## src/rtl/adc_capture_pkg.sv

```systemverilog
// Shared constants and types for the XADC DRP capture block.
// DRP bus widths, named aux-channel addresses and build defaults.
package pkg_adc_capture;

  localparam int unsigned DRP_ADDR_W = 7;
  localparam int unsigned DRP_DATA_W = 16;

  localparam logic [DRP_ADDR_W-1:0] VAUX6  = 7'h16;
  localparam logic [DRP_ADDR_W-1:0] VAUX14 = 7'h1E;

  localparam int unsigned DEF_BITS   = 12;
  localparam int unsigned DEF_INPUTS = 2;

  typedef logic [DEF_BITS-1:0] sample_t;

  typedef enum logic {
    ST_COLLECT,
    ST_COMPLETE
  } state_t;

endpackage

```

## src/rtl/adc_capture_accum.sv

```systemverilog
// One channel of adc_capture: sums 2**AVG_LOG2 matched samples per frame.
// i_clear marks the frame-transfer cycle; a sample in that cycle seeds the next frame.
module adc_accum
  import pkg_adc_capture::*;
#(
  parameter int unsigned BITS     = DEF_BITS,
  parameter int unsigned AVG_LOG2 = 0
) (
  input  logic            clk,
  input  logic            rst,
  input  logic            i_clear,
  input  logic            i_hit,
  input  logic [BITS-1:0] i_sample,
  output logic [BITS-1:0] o_result,
  output logic            o_done_next
);

  localparam int unsigned ACC_W = BITS + AVG_LOG2;
  localparam int unsigned CNT_W = AVG_LOG2 + 1;
  localparam logic [CNT_W-1:0] FULL = CNT_W'(1) << AVG_LOG2;
  localparam logic [CNT_W-1:0] ONE  = CNT_W'(1);

  logic [ACC_W-1:0] r_acc;
  logic [CNT_W-1:0] r_cnt;

  logic             w_done;
  logic             w_take;
  logic [ACC_W-1:0] w_ext;

  assign w_ext  = ACC_W'(i_sample);
  assign w_done = (r_cnt == FULL);
  // During the clear cycle the counter is still full, yet the sample belongs to the new frame.
  assign w_take = i_hit && (i_clear || !w_done);

  always_ff @(posedge clk) begin
    if (rst) begin
      r_acc <= '0;
      r_cnt <= '0;
    end else if (i_clear) begin
      r_acc <= w_take ? w_ext : '0;
      r_cnt <= w_take ? ONE : '0;
    end else if (w_take) begin
      r_acc <= r_acc + w_ext;
      r_cnt <= r_cnt + ONE;
    end
  end

  assign o_result = r_acc[ACC_W-1:AVG_LOG2];

  always_comb begin
    o_done_next = 1'b0;
    if (i_clear) begin
      o_done_next = w_take && (FULL == ONE);
    end else begin
      o_done_next = w_done || (w_take && (r_cnt == FULL - ONE));
    end
  end

endmodule

```

## src/rtl/adc_capture.sv

```systemverilog
// XADC DRP result capture with per-channel averaging and a valid/ready frame output.
// Define ADC_THRESH_EN to generate the per-channel high-threshold flags on 'above'.
module adc_capture
  import pkg_adc_capture::*;
#(
  parameter int unsigned BITS     = DEF_BITS,
  parameter int unsigned INPUTS   = DEF_INPUTS,
  parameter logic [INPUTS-1:0][DRP_ADDR_W-1:0] CHAN_ADDR = {VAUX14, VAUX6},
  parameter int unsigned AVG_LOG2 = 0,
  parameter logic [INPUTS-1:0][BITS-1:0] THRESH = '0
) (
  input  logic                         clk,
  input  logic                         rst,
  input  logic                         adc_ready,
  input  logic [DRP_ADDR_W-1:0]        adc_channel,
  input  logic [DRP_DATA_W-1:0]        adc_data,
  output logic [INPUTS-1:0][BITS-1:0]  out,
  output logic                         frame_valid,
  input  logic                         frame_ready,
  output logic                         overrun,
  input  logic                         overrun_clr,
  output logic [INPUTS-1:0]            above
);

  state_t r_state;

  logic [INPUTS-1:0][BITS-1:0] r_out;
  logic                        r_valid;
  logic                        r_overrun;

  logic [INPUTS-1:0][BITS-1:0] w_result;
  logic [INPUTS-1:0]           w_hit;
  logic [INPUTS-1:0]           w_done_next;
  logic [BITS-1:0]             w_sample;
  logic                        w_clear;
  logic                        w_all_done;
  logic                        w_load;

  assign w_sample   = adc_data[DRP_DATA_W-1 -: BITS];
  assign w_clear    = (r_state == ST_COMPLETE);
  assign w_all_done = &w_done_next;
  assign w_load     = w_clear && (!r_valid || frame_ready);

  generate
    if (BITS < DRP_DATA_W) begin : g_lsb
      logic w_unused_lsb;
      assign w_unused_lsb = ^adc_data[DRP_DATA_W-BITS-1:0];
    end
  endgenerate

  // A duplicated address is owned by its lowest index only.
  always_comb begin
    w_hit = '0;
    for (int unsigned i = 0; i < INPUTS; i++) begin
      w_hit[i] = adc_ready && (adc_channel == CHAN_ADDR[i]);
      for (int unsigned j = 0; j < i; j++) begin
        if (CHAN_ADDR[j] == CHAN_ADDR[i]) begin
          w_hit[i] = 1'b0;
        end
      end
    end
  end

  generate
    for (genvar gi = 0; gi < INPUTS; gi++) begin : g_ch
      adc_accum #(
        .BITS     (BITS),
        .AVG_LOG2 (AVG_LOG2)
      ) u_accum (
        .clk         (clk),
        .rst         (rst),
        .i_clear     (w_clear),
        .i_hit       (w_hit[gi]),
        .i_sample    (w_sample),
        .o_result    (w_result[gi]),
        .o_done_next (w_done_next[gi])
      );
    end
  endgenerate

`ifdef ADC_THRESH_EN
  logic [INPUTS-1:0] r_above;
  logic [INPUTS-1:0] w_above;

  always_comb begin
    w_above = '0;
    for (int unsigned i = 0; i < INPUTS; i++) begin
      w_above[i] = (w_result[i] > THRESH[i]);
    end
  end

  always_ff @(posedge clk) begin
    if (rst) begin
      r_above <= '0;
    end else if (w_load) begin
      r_above <= w_above;
    end
  end

  assign above = r_above;
`else
  assign above = '0;
`endif

  // Completion is evaluated on the final sample's cycle, so the transfer lands one edge later.
  always_ff @(posedge clk) begin
    if (rst) begin
      r_state   <= ST_COLLECT;
      r_out     <= '0;
      r_valid   <= 1'b0;
      r_overrun <= 1'b0;
    end else begin
      r_state <= w_all_done ? ST_COMPLETE : ST_COLLECT;

      if (r_valid && frame_ready) begin
        r_valid <= 1'b0;
      end
      if (overrun_clr) begin
        r_overrun <= 1'b0;
      end

      if (w_load) begin
        r_out   <= w_result;
        r_valid <= 1'b1;
      end else if (w_clear) begin
        r_overrun <= 1'b1;
      end
    end
  end

  assign out         = r_out;
  assign frame_valid = r_valid;
  assign overrun     = r_overrun;

endmodule

```

## config.mk

```make
export PLATFORM = sky130hd
export DESIGN_NAME = adc_capture
export DESIGN_NICKNAME = d
export VERILOG_FILES = /design/src/rtl/adc_capture_pkg.sv /design/src/rtl/adc_capture_accum.sv /design/src/rtl/adc_capture.sv
export SDC_FILE = /design/constraint.sdc
export NUM_CORES = 1
export LEC_CHECK = 0
export CORE_ASPECT_RATIO = 1.25
export CORE_MARGIN = 2
export CORE_UTILIZATION = 48
export CTS_BUF_LIST = sky130_fd_sc_hd__clkbuf_8
export CTS_CLUSTER_DIAMETER = 150
export DETAILED_ROUTE_END_ITERATION = 10
export DONT_BUFFER_PORTS = 1
export PLACE_DENSITY = 0.65
export SLEW_MARGIN = 15
export SYNTH_ARGS = -nofsm -noshare
export SYNTH_HDL_FRONTEND = slang
export SYNTH_HIERARCHICAL = 1
export SYNTH_SLANG_ARGS = --single-unit
```

## constraint.sdc

```tcl
create_clock -name clk -period 2.7 [get_ports clk]
set_input_delay 0.675 -clock clk [delete_from_list [all_inputs] [get_ports clk]]
set_output_delay 0.675 -clock clk [all_outputs]
set_load 0.02 [all_outputs]
```

==> impl_metrics.prom, run 1 <==
# TYPE chip_impl_metric gauge
chip_impl_info{name="outcome",value="finished, final reports clean"} 1
chip_impl_metric{name="antenna_cells_inserted",unit=""} 0
chip_impl_metric{name="place_worst_setup_slack",unit="ps"} 251.8
chip_impl_metric{name="cts_resized",unit=""} 0
chip_impl_metric{name="tightest_slew",unit="ps"} 515.7
chip_impl_metric{name="layout-drive-gt1-share",unit=""} 0.1025
chip_impl_metric{name="netlist_area",unit="um^2"} 3817
chip_impl_metric{name="clk_pin_slew_worst_paths",unit="ps"} 100
chip_impl_metric{name="final-setup-viol-count",unit=""} 0
chip_impl_metric{name="layout.cells.non_filler",unit=""} 534
chip_impl_metric{name="cells_on_worst_reg2reg_path",unit=""} 8
chip_impl_metric{name="firstDrtPassIters",unit=""} 4
chip_impl_metric{name="grt_max_degree",unit=""} 78
chip_impl_metric{name="cts_buffer_depth",unit=""} 2
chip_impl_metric{name="worstPathMaxFanout",unit=""} 12
chip_impl_metric{name="detail_route.wl_per_cell",unit="um"} 16.48
chip_impl_metric{name="grt_pass1_wl",unit="um"} 14070
chip_impl_info{name="mostFrequentLayoutCells",value="dfxtp_1, nand2b_1, a21oi_1"} 1
chip_impl_info{name="hold_path_end",value="g_ch[1].u_accum/o_result[11]"} 1
chip_impl_metric{name="post-dp-hpwl",unit="um"} 6561
chip_impl_metric{name="routabilityCongestion",unit=""} 0.8640
chip_impl_metric{name="maxCapViolations",unit=""} 0
chip_impl_metric{name="die_w",unit="um"} 83.77
chip_impl_metric{name="cts.sink_count",unit=""} 53
chip_impl_metric{name="post-route-worst-setup-slack",unit="ps"} 567.4
chip_impl_metric{name="regArea",unit="um^2"} 1061
chip_impl_metric{name="fmaxAchievable",unit="GHz"} 0.4689
chip_impl_metric{name="crit_arrival",unit="ps"} 2350
chip_impl_info{name="worstReg2RegEnd",value="g_ch[0].u_accum/o_result[8]"} 1
chip_impl_info{name="root_buffer",value="clkbuf_8"} 1
chip_impl_info{name="synthFlopType",value="dfxtp_1"} 1
chip_impl_info{name="layout.cells.most_common",value="dfxtp_1"} 1
chip_impl_metric{name="cts.hold.buffers_added",unit=""} 0
chip_impl_metric{name="placed_cells",unit=""} 526
chip_impl_info{name="critical_path.startpoint_type",value="primary input"} 1
chip_impl_metric{name="worst-r2r-setup-slack",unit="ps"} 610
chip_impl_metric{name="final_net_count",unit=""} 490
chip_impl_metric{name="clock_insertion_delay_at_the_later_pin_of_the_skew_report",unit="ps"} 320
chip_impl_metric{name="ys_async_sr_fraction",unit=""} 0
chip_impl_metric{name="floorplan.io_pins",unit=""} 56
chip_impl_metric{name="floorplan.initialDensity",unit=""} 0.4927
chip_impl_metric{name="fp-row-count",unit=""} 36
chip_impl_metric{name="min_period",unit="ps"} 2133
chip_impl_metric{name="setup-tns-final",unit="ps"} 0
chip_impl_metric{name="grt-ovfl-total",unit=""} 0
chip_impl_metric{name="leakage",unit="nW"} 1.455
chip_impl_info{name="r2r-start",value="g_ch[0].u_accum/o_result[0]"} 1
chip_impl_metric{name="placedInstanceArea",unit="um^2"} 3825
chip_impl_metric{name="final.period_utilization",unit=""} 0.7899
chip_impl_metric{name="design.core.area",unit="um^2"} 7747
chip_impl_metric{name="cells_after_synthesis",unit=""} 446
chip_impl_metric{name="synthesis.area_per_instance",unit="um^2"} 8.559
chip_impl_metric{name="port-buffer-count",unit=""} 0
chip_impl_metric{name="antenna_found_initial",unit=""} 0
chip_impl_metric{name="postSynthRegisterBits",unit=""} 53
chip_impl_metric{name="number_of_enable_flip_flop_cells_after_synthesis",unit=""} 0
chip_impl_metric{name="drv_slew",unit=""} 0
chip_impl_info{name="timing.setup.critical_path_class",value="primary input to flop"} 1
chip_impl_metric{name="seq_area_frac_synth",unit=""} 0.2779
chip_impl_metric{name="worst-endpoint-required",unit="ps"} 2920
chip_impl_metric{name="yosys_warnings",unit=""} 6
chip_impl_metric{name="wirelength",unit="um"} 8801
chip_impl_metric{name="die_h",unit="um"} 103.7
chip_impl_metric{name="cts-htree-levels",unit=""} 2
chip_impl_metric{name="min_delay_path_depth",unit=""} 1
chip_impl_metric{name="viasPerCell",unit=""} 5.897
chip_impl_info{name="rsz_0062_raised_after_global_routing",value="false"} 1
chip_impl_metric{name="area.growth.synth_to_final",unit="%"} 2.491
chip_impl_info{name="critical_path.endpoint_type",value="flop"} 1
chip_impl_metric{name="drt_iter0_drc",unit=""} 216
chip_impl_metric{name="synth_cell_types",unit=""} 60
chip_impl_metric{name="timing.clock.skew",unit="ps"} 12.34
chip_impl_metric{name="postCtsSetupRepairBufs",unit=""} 0
chip_impl_metric{name="finish.instance_area",unit="um^2"} 3913
chip_impl_metric{name="remaining_drc_errors",unit=""} 0
chip_impl_info{name="holdCritStartpoint",value="rst"} 1
chip_impl_metric{name="ant_nets",unit=""} 0
chip_impl_metric{name="cts-buffers-inserted",unit=""} 5
chip_impl_metric{name="fillCellCount",unit=""} 760
chip_impl_metric{name="cellPowerDensity",unit="nW/um^2"} 344.9
chip_impl_metric{name="worst_slew_margin_rel",unit=""} 0.6562
chip_impl_metric{name="max-vdd-ir-drop",unit="uV"} 239.4
chip_impl_metric{name="multi_input_comb_area",unit="um^2"} 2529
chip_impl_metric{name="first_global_vias",unit=""} 2843
chip_impl_metric{name="final_hold_violations",unit=""} 0
chip_impl_info{name="worstHoldPathType",value="primary input to flop"} 1
chip_impl_info{name="tritoncts",value="yes"} 1
chip_impl_metric{name="floorplan.die_area",unit="um^2"} 8687
chip_impl_metric{name="hold_ws",unit="ps"} 432.4
chip_impl_metric{name="grtUsageTotal",unit=""} 0.1996
chip_impl_metric{name="vias_after_detailed_routing",unit=""} 3149
how the worst max path moves through the flow:
stage,cells past startpoint,endpoint,from
floorplan,8,g_ch[0].u_accum/o_result[8],adc_data[4]
global placement,9,g_ch[1].u_accum/o_result[9],adc_channel[5]
detailed placement,9,g_ch[1].u_accum/o_result[9],adc_channel[5]
CTS,9,g_ch[1].u_accum/o_result[9],adc_channel[5]
global route,9,g_ch[1].u_accum/o_result[9],adc_channel[5]
finish,9,g_ch[1].u_accum/o_result[9],adc_channel[5]
kinds of logic (layout without fill, tap and decap cells):
| group | after synthesis | in the layout | synth area share |
|---|---|---|---|
| simple gates | 172 | 172 | 0.2527 |
| compound gates | 125 | 125 | 0.2432 |
| flops | 53 | 53 | 0.2779 |
| buf+inv | 39 | 31 | 0.06064 |
| mux | 26 | 26 | 0.06817 |
| fa+ha+maj | 24 | 24 | 0.08260 |
| xor+xnor | 6 | 6 | 0.01377 |
| other cells | 1 | 2 | 0.0009823 |
per-layer routing:
metal  wire length (um)  up-vias  track usage
met1               4120     1483       0.2680
li1                   -     1574            -
met5                  0        -            0
met3                485       12      0.04940
met2               3959       80       0.3074
met4                235        0      0.07834
flip-flops by register name, indices dropped and copies added (netlist names):
| signal | count |
|---|---|
| g_ch.u_accum/r_cnt | 2 |
| g_ch.u_accum/o_result | 24 |
| out | 24 |
| overrun | 1 |
| r_state | 1 |
| frame_valid | 1 |
final cells by class:
type | count | share of cell area
Multi-Input combinational cell | 355 | 0.6463
Sequential cell | 53 | 0.2712
Clock inverter | 3 | 0.004797
Inverter | 15 | 0.01439
Timing Repair Buffer | 8 | 0.01535
Tap cell | 95 | 0.03038
Clock buffer | 5 | 0.01759
worst max-delay path: stages:
cell and delay, ps:
nor4bb_1 260, nand4b_1 150, nor2_1 200, buf_4 200, nand2b_1 300, a211oi_1 270
nor3_1 70, a21oi_1 130, o22ai_1 80
power by group:
group | switching [W] | total [W] | internal, W
Sequential | 0.00000305 | 0.000786 | 0.000783
Combinational | 0.0000538 | 0.000102 | 0.0000486
Clock | 0.000281 | 0.000461 | 0.000180
cells in the mapped netlist, types with 6 or more instances:
master     n  area share
buf_2      6      0.0079
inv_1     15       0.015
nor2b_1    9       0.015
a21o_1    10       0.020
o211ai_1   6       0.012
clkbuf_1   7      0.0069
nand2b_1  50       0.082
mux2i_1   26       0.068
o21ai_0   18       0.024
ha_1      22       0.072
nor3_1     8       0.010
a21oi_1   33       0.043
dfxtp_1   53        0.28
nand3_1   14       0.018
nor2_1    32       0.031
nand2_1   31       0.030
stage by stage:
| step | util | power [W] |
|---|---|---|
| after floorplan | - | 0.0009031 |
| after CTS | 0.5050 | 0.001368 |
| final | 0.5050 | 0.001349 |
| after detailed placement | 0.4937 | 0.0009060 |
| after global routing | 0.5050 | 0.001404 |
| after global placement | 0.4937 | 0.0009028 |
Power figures use the tool's default switching activity.
==> run 2: changes to the inputs <==
--- a/config.mk
+++ b/config.mk
@@ -12,7 +12,7 @@
 export CTS_CLUSTER_DIAMETER = 150
 export DETAILED_ROUTE_END_ITERATION = 10
 export DONT_BUFFER_PORTS = 1
-export PLACE_DENSITY = 0.65
+export PLACE_DENSITY = 0.67
 export SLEW_MARGIN = 15
 export SYNTH_ARGS = -nofsm -noshare
 export SYNTH_HDL_FRONTEND = slang
==> constraint.sdc (replaced) <==
create_clock -name clk -period 1.95 [get_ports clk]
set_input_delay 0.4875 -clock clk [delete_from_list [all_inputs] [get_ports clk]]
set_output_delay 0.4875 -clock clk [all_outputs]
set_load 0.02 [all_outputs]
==> run 2 against run 1 <==
  * Flip-flop and latch count stayed put
  * Critical path depth fell by 1
  * Sequential power rose by 39%
  * Combinational power grew 60%
  * Worst setup slack got worse by 490 ps
  * Wire length rose by 4.9%
  * Largest power group unchanged
  * Highest routed layer unchanged
==> impl_metrics.prom, run 2 (same netlist as run 1, synthesis figures left out) <==
# TYPE chip_impl_metric gauge
chip_impl_metric{name="grtUsageTotal",unit=""} 0.2164
chip_impl_metric{name="vias_after_detailed_routing",unit=""} 3285
chip_impl_metric{name="final_net_count",unit=""} 517
chip_impl_metric{name="detail_route.wl_per_cell",unit="um"} 16.46
chip_impl_metric{name="setup-tns-final",unit="ps"} 0
chip_impl_metric{name="clk_pin_slew_worst_paths",unit="ps"} 110
chip_impl_metric{name="die_h",unit="um"} 103.7
chip_impl_info{name="critical_path.startpoint_type",value="flop"} 1
chip_impl_metric{name="ant_nets",unit=""} 0
chip_impl_info{name="root_buffer",value="clkbuf_8"} 1
chip_impl_info{name="tritoncts",value="yes"} 1
chip_impl_metric{name="cts.hold.buffers_added",unit=""} 0
chip_impl_metric{name="cts-htree-levels",unit=""} 2
chip_impl_metric{name="antenna_cells_inserted",unit=""} 0
chip_impl_metric{name="fmaxAchievable",unit="GHz"} 0.5333
chip_impl_metric{name="antenna_found_initial",unit=""} 0
chip_impl_metric{name="viasPerCell",unit=""} 5.856
chip_impl_metric{name="hold_ws",unit="ps"} 240.3
chip_impl_metric{name="worstPathMaxFanout",unit=""} 5
chip_impl_metric{name="first_global_vias",unit=""} 3205
chip_impl_metric{name="fp-row-count",unit=""} 36
chip_impl_metric{name="floorplan.die_area",unit="um^2"} 8687
chip_impl_metric{name="worst-endpoint-required",unit="ps"} 2170
chip_impl_metric{name="layout-drive-gt1-share",unit=""} 0.1803
chip_impl_metric{name="cts.sink_count",unit=""} 53
chip_impl_metric{name="routabilityCongestion",unit=""} 0.8564
chip_impl_metric{name="final.period_utilization",unit=""} 0.9616
chip_impl_metric{name="die_w",unit="um"} 83.77
chip_impl_metric{name="cells_on_worst_reg2reg_path",unit=""} 8
chip_impl_metric{name="wirelength",unit="um"} 9233
chip_impl_metric{name="port-buffer-count",unit=""} 0
chip_impl_metric{name="final_hold_violations",unit=""} 0
chip_impl_metric{name="grt_pass1_wl",unit="um"} 15470
chip_impl_info{name="holdCritStartpoint",value="rst"} 1
chip_impl_metric{name="grt-ovfl-total",unit=""} 0
chip_impl_metric{name="floorplan.initialDensity",unit=""} 0.4927
chip_impl_metric{name="firstDrtPassIters",unit=""} 4
chip_impl_metric{name="drt_iter0_drc",unit=""} 134
chip_impl_info{name="timing.setup.critical_path_class",value="flop to flop"} 1
chip_impl_metric{name="post-dp-hpwl",unit="um"} 6903
chip_impl_info{name="crit_start",value="g_ch[0].u_accum/o_result[0]"} 1
chip_impl_metric{name="cts-buffers-inserted",unit=""} 5
chip_impl_info{name="mostFrequentLayoutCells",value="dfxtp_1, nand2b_1, a21oi_1, buf_4, nand2_1"} 1
chip_impl_info{name="worstReg2RegEnd",value="g_ch[0].u_accum/o_result[8]"} 1
chip_impl_metric{name="floorplan.io_pins",unit=""} 56
chip_impl_metric{name="min_delay_path_depth",unit=""} 1
chip_impl_metric{name="max-vdd-ir-drop",unit="uV"} 430.4
chip_impl_info{name="worstHoldPathType",value="primary input to flop"} 1
chip_impl_metric{name="clock_insertion_delay_at_the_later_pin_of_the_skew_report",unit="ps"} 320
chip_impl_metric{name="p_total",unit="W"} 0.001902
chip_impl_info{name="layout.cells.most_common",value="dfxtp_1"} 1
chip_impl_metric{name="leakage",unit="nW"} 1.606
chip_impl_info{name="outcome",value="finished, final reports clean"} 1
chip_impl_info{name="r2r-start",value="g_ch[0].u_accum/o_result[0]"} 1
chip_impl_info{name="crit_path_end",value="g_ch[0].u_accum/o_result[8]"} 1
chip_impl_metric{name="remaining_drc_errors",unit=""} 0
chip_impl_metric{name="area.growth.synth_to_final",unit="%"} 10.19
chip_impl_metric{name="worst-r2r-setup-slack",unit="ps"} 70
chip_impl_metric{name="maxCapViolations",unit=""} 0
chip_impl_metric{name="crit_arrival",unit="ps"} 2090
chip_impl_metric{name="cts_buffer_depth",unit=""} 2
chip_impl_metric{name="final-setup-viol-count",unit=""} 0
chip_impl_metric{name="min_period",unit="ps"} 1875
chip_impl_info{name="critical_path.endpoint_type",value="flop"} 1
chip_impl_metric{name="fillCellCount",unit=""} 707
chip_impl_metric{name="timing.clock.skew",unit="ps"} 14.03
chip_impl_metric{name="drv_slew",unit=""} 0
chip_impl_metric{name="grt_max_degree",unit=""} 78
chip_impl_metric{name="cellPowerDensity",unit="nW/um^2"} 452.1
chip_impl_metric{name="design.core.area",unit="um^2"} 7747
==> run 2: how the worst min path moves through the flow <==
stage,endpoint
floorplan,out[7]
global placement,out[15]
detailed placement,out[17]
CTS,g_ch[0].u_accum/o_result[5]
global route,g_ch[0].u_accum/o_result[5]
finish,g_ch[0].u_accum/o_result[11]
==> run 2: critical path, cell delays in order, from the launching register on <==
cell	delay [ps]
dfxtp_2	350
ha_4	160
inv_2	50
fa_2	220
nor2b_4	50
o211a_1	240
o21bai_4	240
a2111oi_4	110
or3b_1	370
==> run 2: layout make-up <==
type                            count  area (um^2)  area share
Multi-Input combinational cell    355         2590      0.6157
Sequential cell                    53         1064      0.2528
Timing Repair Buffer               35        287.8     0.06841
Tap cell                           95        118.9     0.02826
Clock buffer                        5        68.82     0.01636
Inverter                           15        56.30     0.01338
Clock inverter                      3        21.27    0.005057
==> run 2: per-stage QoR <==
| stage | cells | utilization | cell area, um^2 | worst slack (ps) |
|---|---|---|---|---|
| detailed placement | 552 | 0.5273 | 4085 | -209.0 |
| global placement | 552 | 0.5273 | 4085 | -135.1 |
| finish | 561 | 0.5430 | 4207 | 74.83 |
| global route | 561 | 0.5430 | 4207 | -7.086 |
| CTS | 560 | 0.5391 | 4177 | 5.364 |
| floorplan | 447 | - | 3864 | -69.57 |
==> run 2: timing repair <==
action                                  CTS  global route
setup buffers                             0             1
gates resized for setup                   1             5
endpoints found under the setup margin    1             7
hold endpoints to repair                  0             0
pin swaps                                 0             9
==> run 2: where the power goes <==
part | internal (W) | total [W] | switching [W] | leakage (nW)
clock network | 0.000256 | 0.000651 | 0.000395 | 0.0445
registers | 0.00108 | 0.00109 | 0.00000342 | 0.428
logic | 0.0000817 | 0.000163 | 0.0000808 | 1.13
total | 0.00142 | 0.00190 | 0.000480 | 1.61
==> run 2: layer usage <==
metal / part of all wire / vias to the layer above / global-route usage / routed length [um]
li1: - / 1637 / - / -
met5: 0 / - / 0 / 0
met1: 0.44 / 1535 / 0.2788 / 4096
met4: 0.032 / 0 / 0.08641 / 298
met2: 0.46 / 94 / 0.3457 / 4282
met3: 0.060 / 19 / 0.05418 / 556
==> run 3: changes to the inputs <==
--- a/config.mk
+++ b/config.mk
@@ -12,7 +12,7 @@
 export CTS_CLUSTER_DIAMETER = 150
 export DETAILED_ROUTE_END_ITERATION = 10
 export DONT_BUFFER_PORTS = 1
-export PLACE_DENSITY = 0.67
+export PLACE_DENSITY_LB_ADDON = 0.12
 export SLEW_MARGIN = 15
 export SYNTH_ARGS = -nofsm -noshare
 export SYNTH_HDL_FRONTEND = slang
==> constraint.sdc (replaced) <==
create_clock -name clk -period 1.95 [get_ports clk]
set_input_delay 0.4875 -clock clk [delete_from_list [all_inputs] [get_ports clk]]
set_output_delay 0.4875 -clock clk [all_outputs]
set_load 0.1 [all_outputs]
==> run 3 against run 2 <==
  * First-iteration DRC count decreased by 15%
  * Critical path depth unchanged
  * Largest power group unchanged
  * Sequential share of layout area decreased by 1.1 points
  * Highest routed layer unchanged
  * Die area unchanged
  * Worst hold slack got worse by 17 ps
  * Clock power increased by 2%
==> impl_metrics.prom, run 3 (same netlist as run 1, synthesis figures left out) <==
# TYPE chip_impl_metric gauge
chip_impl_metric{name="hold_ws",unit="ps"} 223.7
chip_impl_metric{name="fmaxAchievable",unit="GHz"} 0.5417
chip_impl_info{name="critical_path.endpoint_type",value="flop"} 1
chip_impl_info{name="outcome",value="finished, final reports clean"} 1
chip_impl_info{name="mostFrequentLayoutCells",value="buf_4, dfxtp_1, nand2b_1"} 1
chip_impl_metric{name="floorplan.die_area",unit="um^2"} 8687
chip_impl_metric{name="crit_arrival",unit="ps"} 2120
chip_impl_metric{name="max-vdd-ir-drop",unit="uV"} 389.1
chip_impl_metric{name="post-dp-hpwl",unit="um"} 7182
chip_impl_metric{name="p_total",unit="W"} 0.001923
chip_impl_metric{name="drt_iter0_drc",unit=""} 114
chip_impl_metric{name="cts.sink_count",unit=""} 53
chip_impl_metric{name="final.period_utilization",unit=""} 0.9468
chip_impl_metric{name="area.growth.synth_to_final",unit="%"} 15.08
chip_impl_metric{name="finish.instance_area",unit="um^2"} 4393
chip_impl_info{name="crit_start",value="g_ch[0].u_accum/o_result[0]"} 1
chip_impl_metric{name="floorplan.io_pins",unit=""} 56
chip_impl_metric{name="critical_path.max_stage_delay",unit="ps"} 360
chip_impl_info{name="timing.setup.critical_path_class",value="flop to flop"} 1
chip_impl_metric{name="routabilityCongestion",unit=""} 0.8458
chip_impl_metric{name="worst-endpoint-required",unit="ps"} 2230
chip_impl_metric{name="viasPerCell",unit=""} 5.703
chip_impl_metric{name="grt-ovfl-total",unit=""} 0
chip_impl_metric{name="firstDrtPassIters",unit=""} 4
chip_impl_info{name="layout.cells.most_common",value="buf_4"} 1
chip_impl_metric{name="clk_pin_slew_worst_paths",unit="ps"} 110
chip_impl_metric{name="worstPathMaxFanout",unit=""} 5
chip_impl_metric{name="ant_nets",unit=""} 0
chip_impl_info{name="critical_path.startpoint_type",value="flop"} 1
chip_impl_metric{name="cellPowerDensity",unit="nW/um^2"} 437.8
chip_impl_metric{name="final_net_count",unit=""} 545
chip_impl_metric{name="placedInstanceArea",unit="um^2"} 4295
chip_impl_info{name="tritoncts",value="yes"} 1
chip_impl_metric{name="leakage",unit="nW"} 1.756
chip_impl_info{name="worstHoldPathType",value="primary input to flop"} 1
chip_impl_metric{name="cts-buffers-inserted",unit=""} 5
chip_impl_info{name="r2r-start",value="g_ch[0].u_accum/o_result[0]"} 1
chip_impl_metric{name="timing.clock.skew",unit="ps"} 14.24
chip_impl_metric{name="remaining_drc_errors",unit=""} 0
chip_impl_metric{name="maxCapViolations",unit=""} 0
chip_impl_metric{name="floorplan.initialDensity",unit=""} 0.4927
chip_impl_metric{name="antenna_cells_inserted",unit=""} 0
chip_impl_info{name="crit_path_top_delay_cell",value="dfxtp_2"} 1
chip_impl_metric{name="detail_route.wl_per_cell",unit="um"} 16.00
chip_impl_metric{name="min_period",unit="ps"} 1846
chip_impl_info{name="root_buffer",value="clkbuf_8"} 1
chip_impl_metric{name="grtUsageTotal",unit=""} 0.2181
chip_impl_metric{name="final_hold_violations",unit=""} 0
chip_impl_metric{name="port-buffer-count",unit=""} 0
chip_impl_metric{name="vias_after_detailed_routing",unit=""} 3359
chip_impl_info{name="rsz_0062_raised_after_global_routing",value="false"} 1
chip_impl_metric{name="die_h",unit="um"} 103.7
chip_impl_metric{name="final-setup-viol-count",unit=""} 0
chip_impl_metric{name="first_global_vias",unit=""} 3172
chip_impl_metric{name="grt_max_degree",unit=""} 78
chip_impl_metric{name="fp-row-count",unit=""} 36
chip_impl_metric{name="cts-htree-levels",unit=""} 2
chip_impl_info{name="holdCritStartpoint",value="rst"} 1
chip_impl_metric{name="cts_buffer_depth",unit=""} 2
chip_impl_metric{name="layout-drive-gt1-share",unit=""} 0.2186
chip_impl_metric{name="wirelength",unit="um"} 9423
chip_impl_info{name="path_cells",value="ha_4 -> inv_1 -> fa_2 -> nor2b_4 -> o211a_1 -> o21bai_4 -> a2111oi_2 -> or3b_1"} 1
chip_impl_metric{name="antenna_found_initial",unit=""} 0
chip_impl_metric{name="design.core.area",unit="um^2"} 7747
chip_impl_metric{name="grt_pass1_wl",unit="um"} 15590
chip_impl_metric{name="clock_insertion_delay_at_the_later_pin_of_the_skew_report",unit="ps"} 320
chip_impl_metric{name="die_w",unit="um"} 83.77
chip_impl_metric{name="drv_slew",unit=""} 0
## run 3: stage by stage
step           worst slack, ps  std cells  setup TNS, ps    util
2_1_floorplan           -69.57        447         -238.5       -
3_3_place_gp            -90.14        580         -581.8  0.5544
3_5_place_dp            -137.1        580          -1051  0.5544
4_1_cts                  4.240        588              0  0.5657
5_1_grt                  11.38        589              0  0.5670
6_report                 103.8        589              0  0.5670
## run 3: area by class of cell
type | count | area, um^2
fillers | 745 | 3354
inverters | 15 | 56.30
multi-input cells | 355 | 2569
flip-flops and latches | 53 | 1064
clock buffers | 5 | 68.82
well taps | 95 | 118.9
repair buffers | 63 | 498.0
clock inverters | 3 | 18.77
## run 3: worst paths after layout
check                           cells after the start  slack [ps]                      endpoint
worst min-delay path                                1         220  g_ch[0].u_accum/o_result[11]
worst min register to register                      2         480                        out[7]
worst max register to register                      8         100   g_ch[0].u_accum/o_result[8]
worst max-delay path                                8         100   g_ch[0].u_accum/o_result[8]
## run 3: where the power goes
part | leakage [nW] | internal (W) | switching [W]
clock | 0.0416 | 0.000250 | 0.000412
combinational | 1.29 | 0.0000811 | 0.0000926
sequential | 0.428 | 0.00108 | 0.00000289
total | 1.76 | 0.00142 | 0.000508
## run 3: repair_timing
action / CTS / global route
buffers inserted: 0 / 1
resized for setup: 0 / 2
hold buffers: 0 / 0
endpoints found under the setup margin: 0 / 5
## run 3: routing by layer
metal / global-route usage / routed length, um
met4: 0.08525 / 317
met5: 0 / 0
met3: 0.04223 / 539
met2: 0.3440 / 4252
met1: 0.2936 / 4313
## run 3: critical path: cells and delay by family (launching register included)
family,cells,cell delay (ps)
AOI/OAI and AO/OA,3,650
DFF,1,360
adders and majority gates,2,490
and+or+nand+nor,2,270
buffers and inverters,1,40
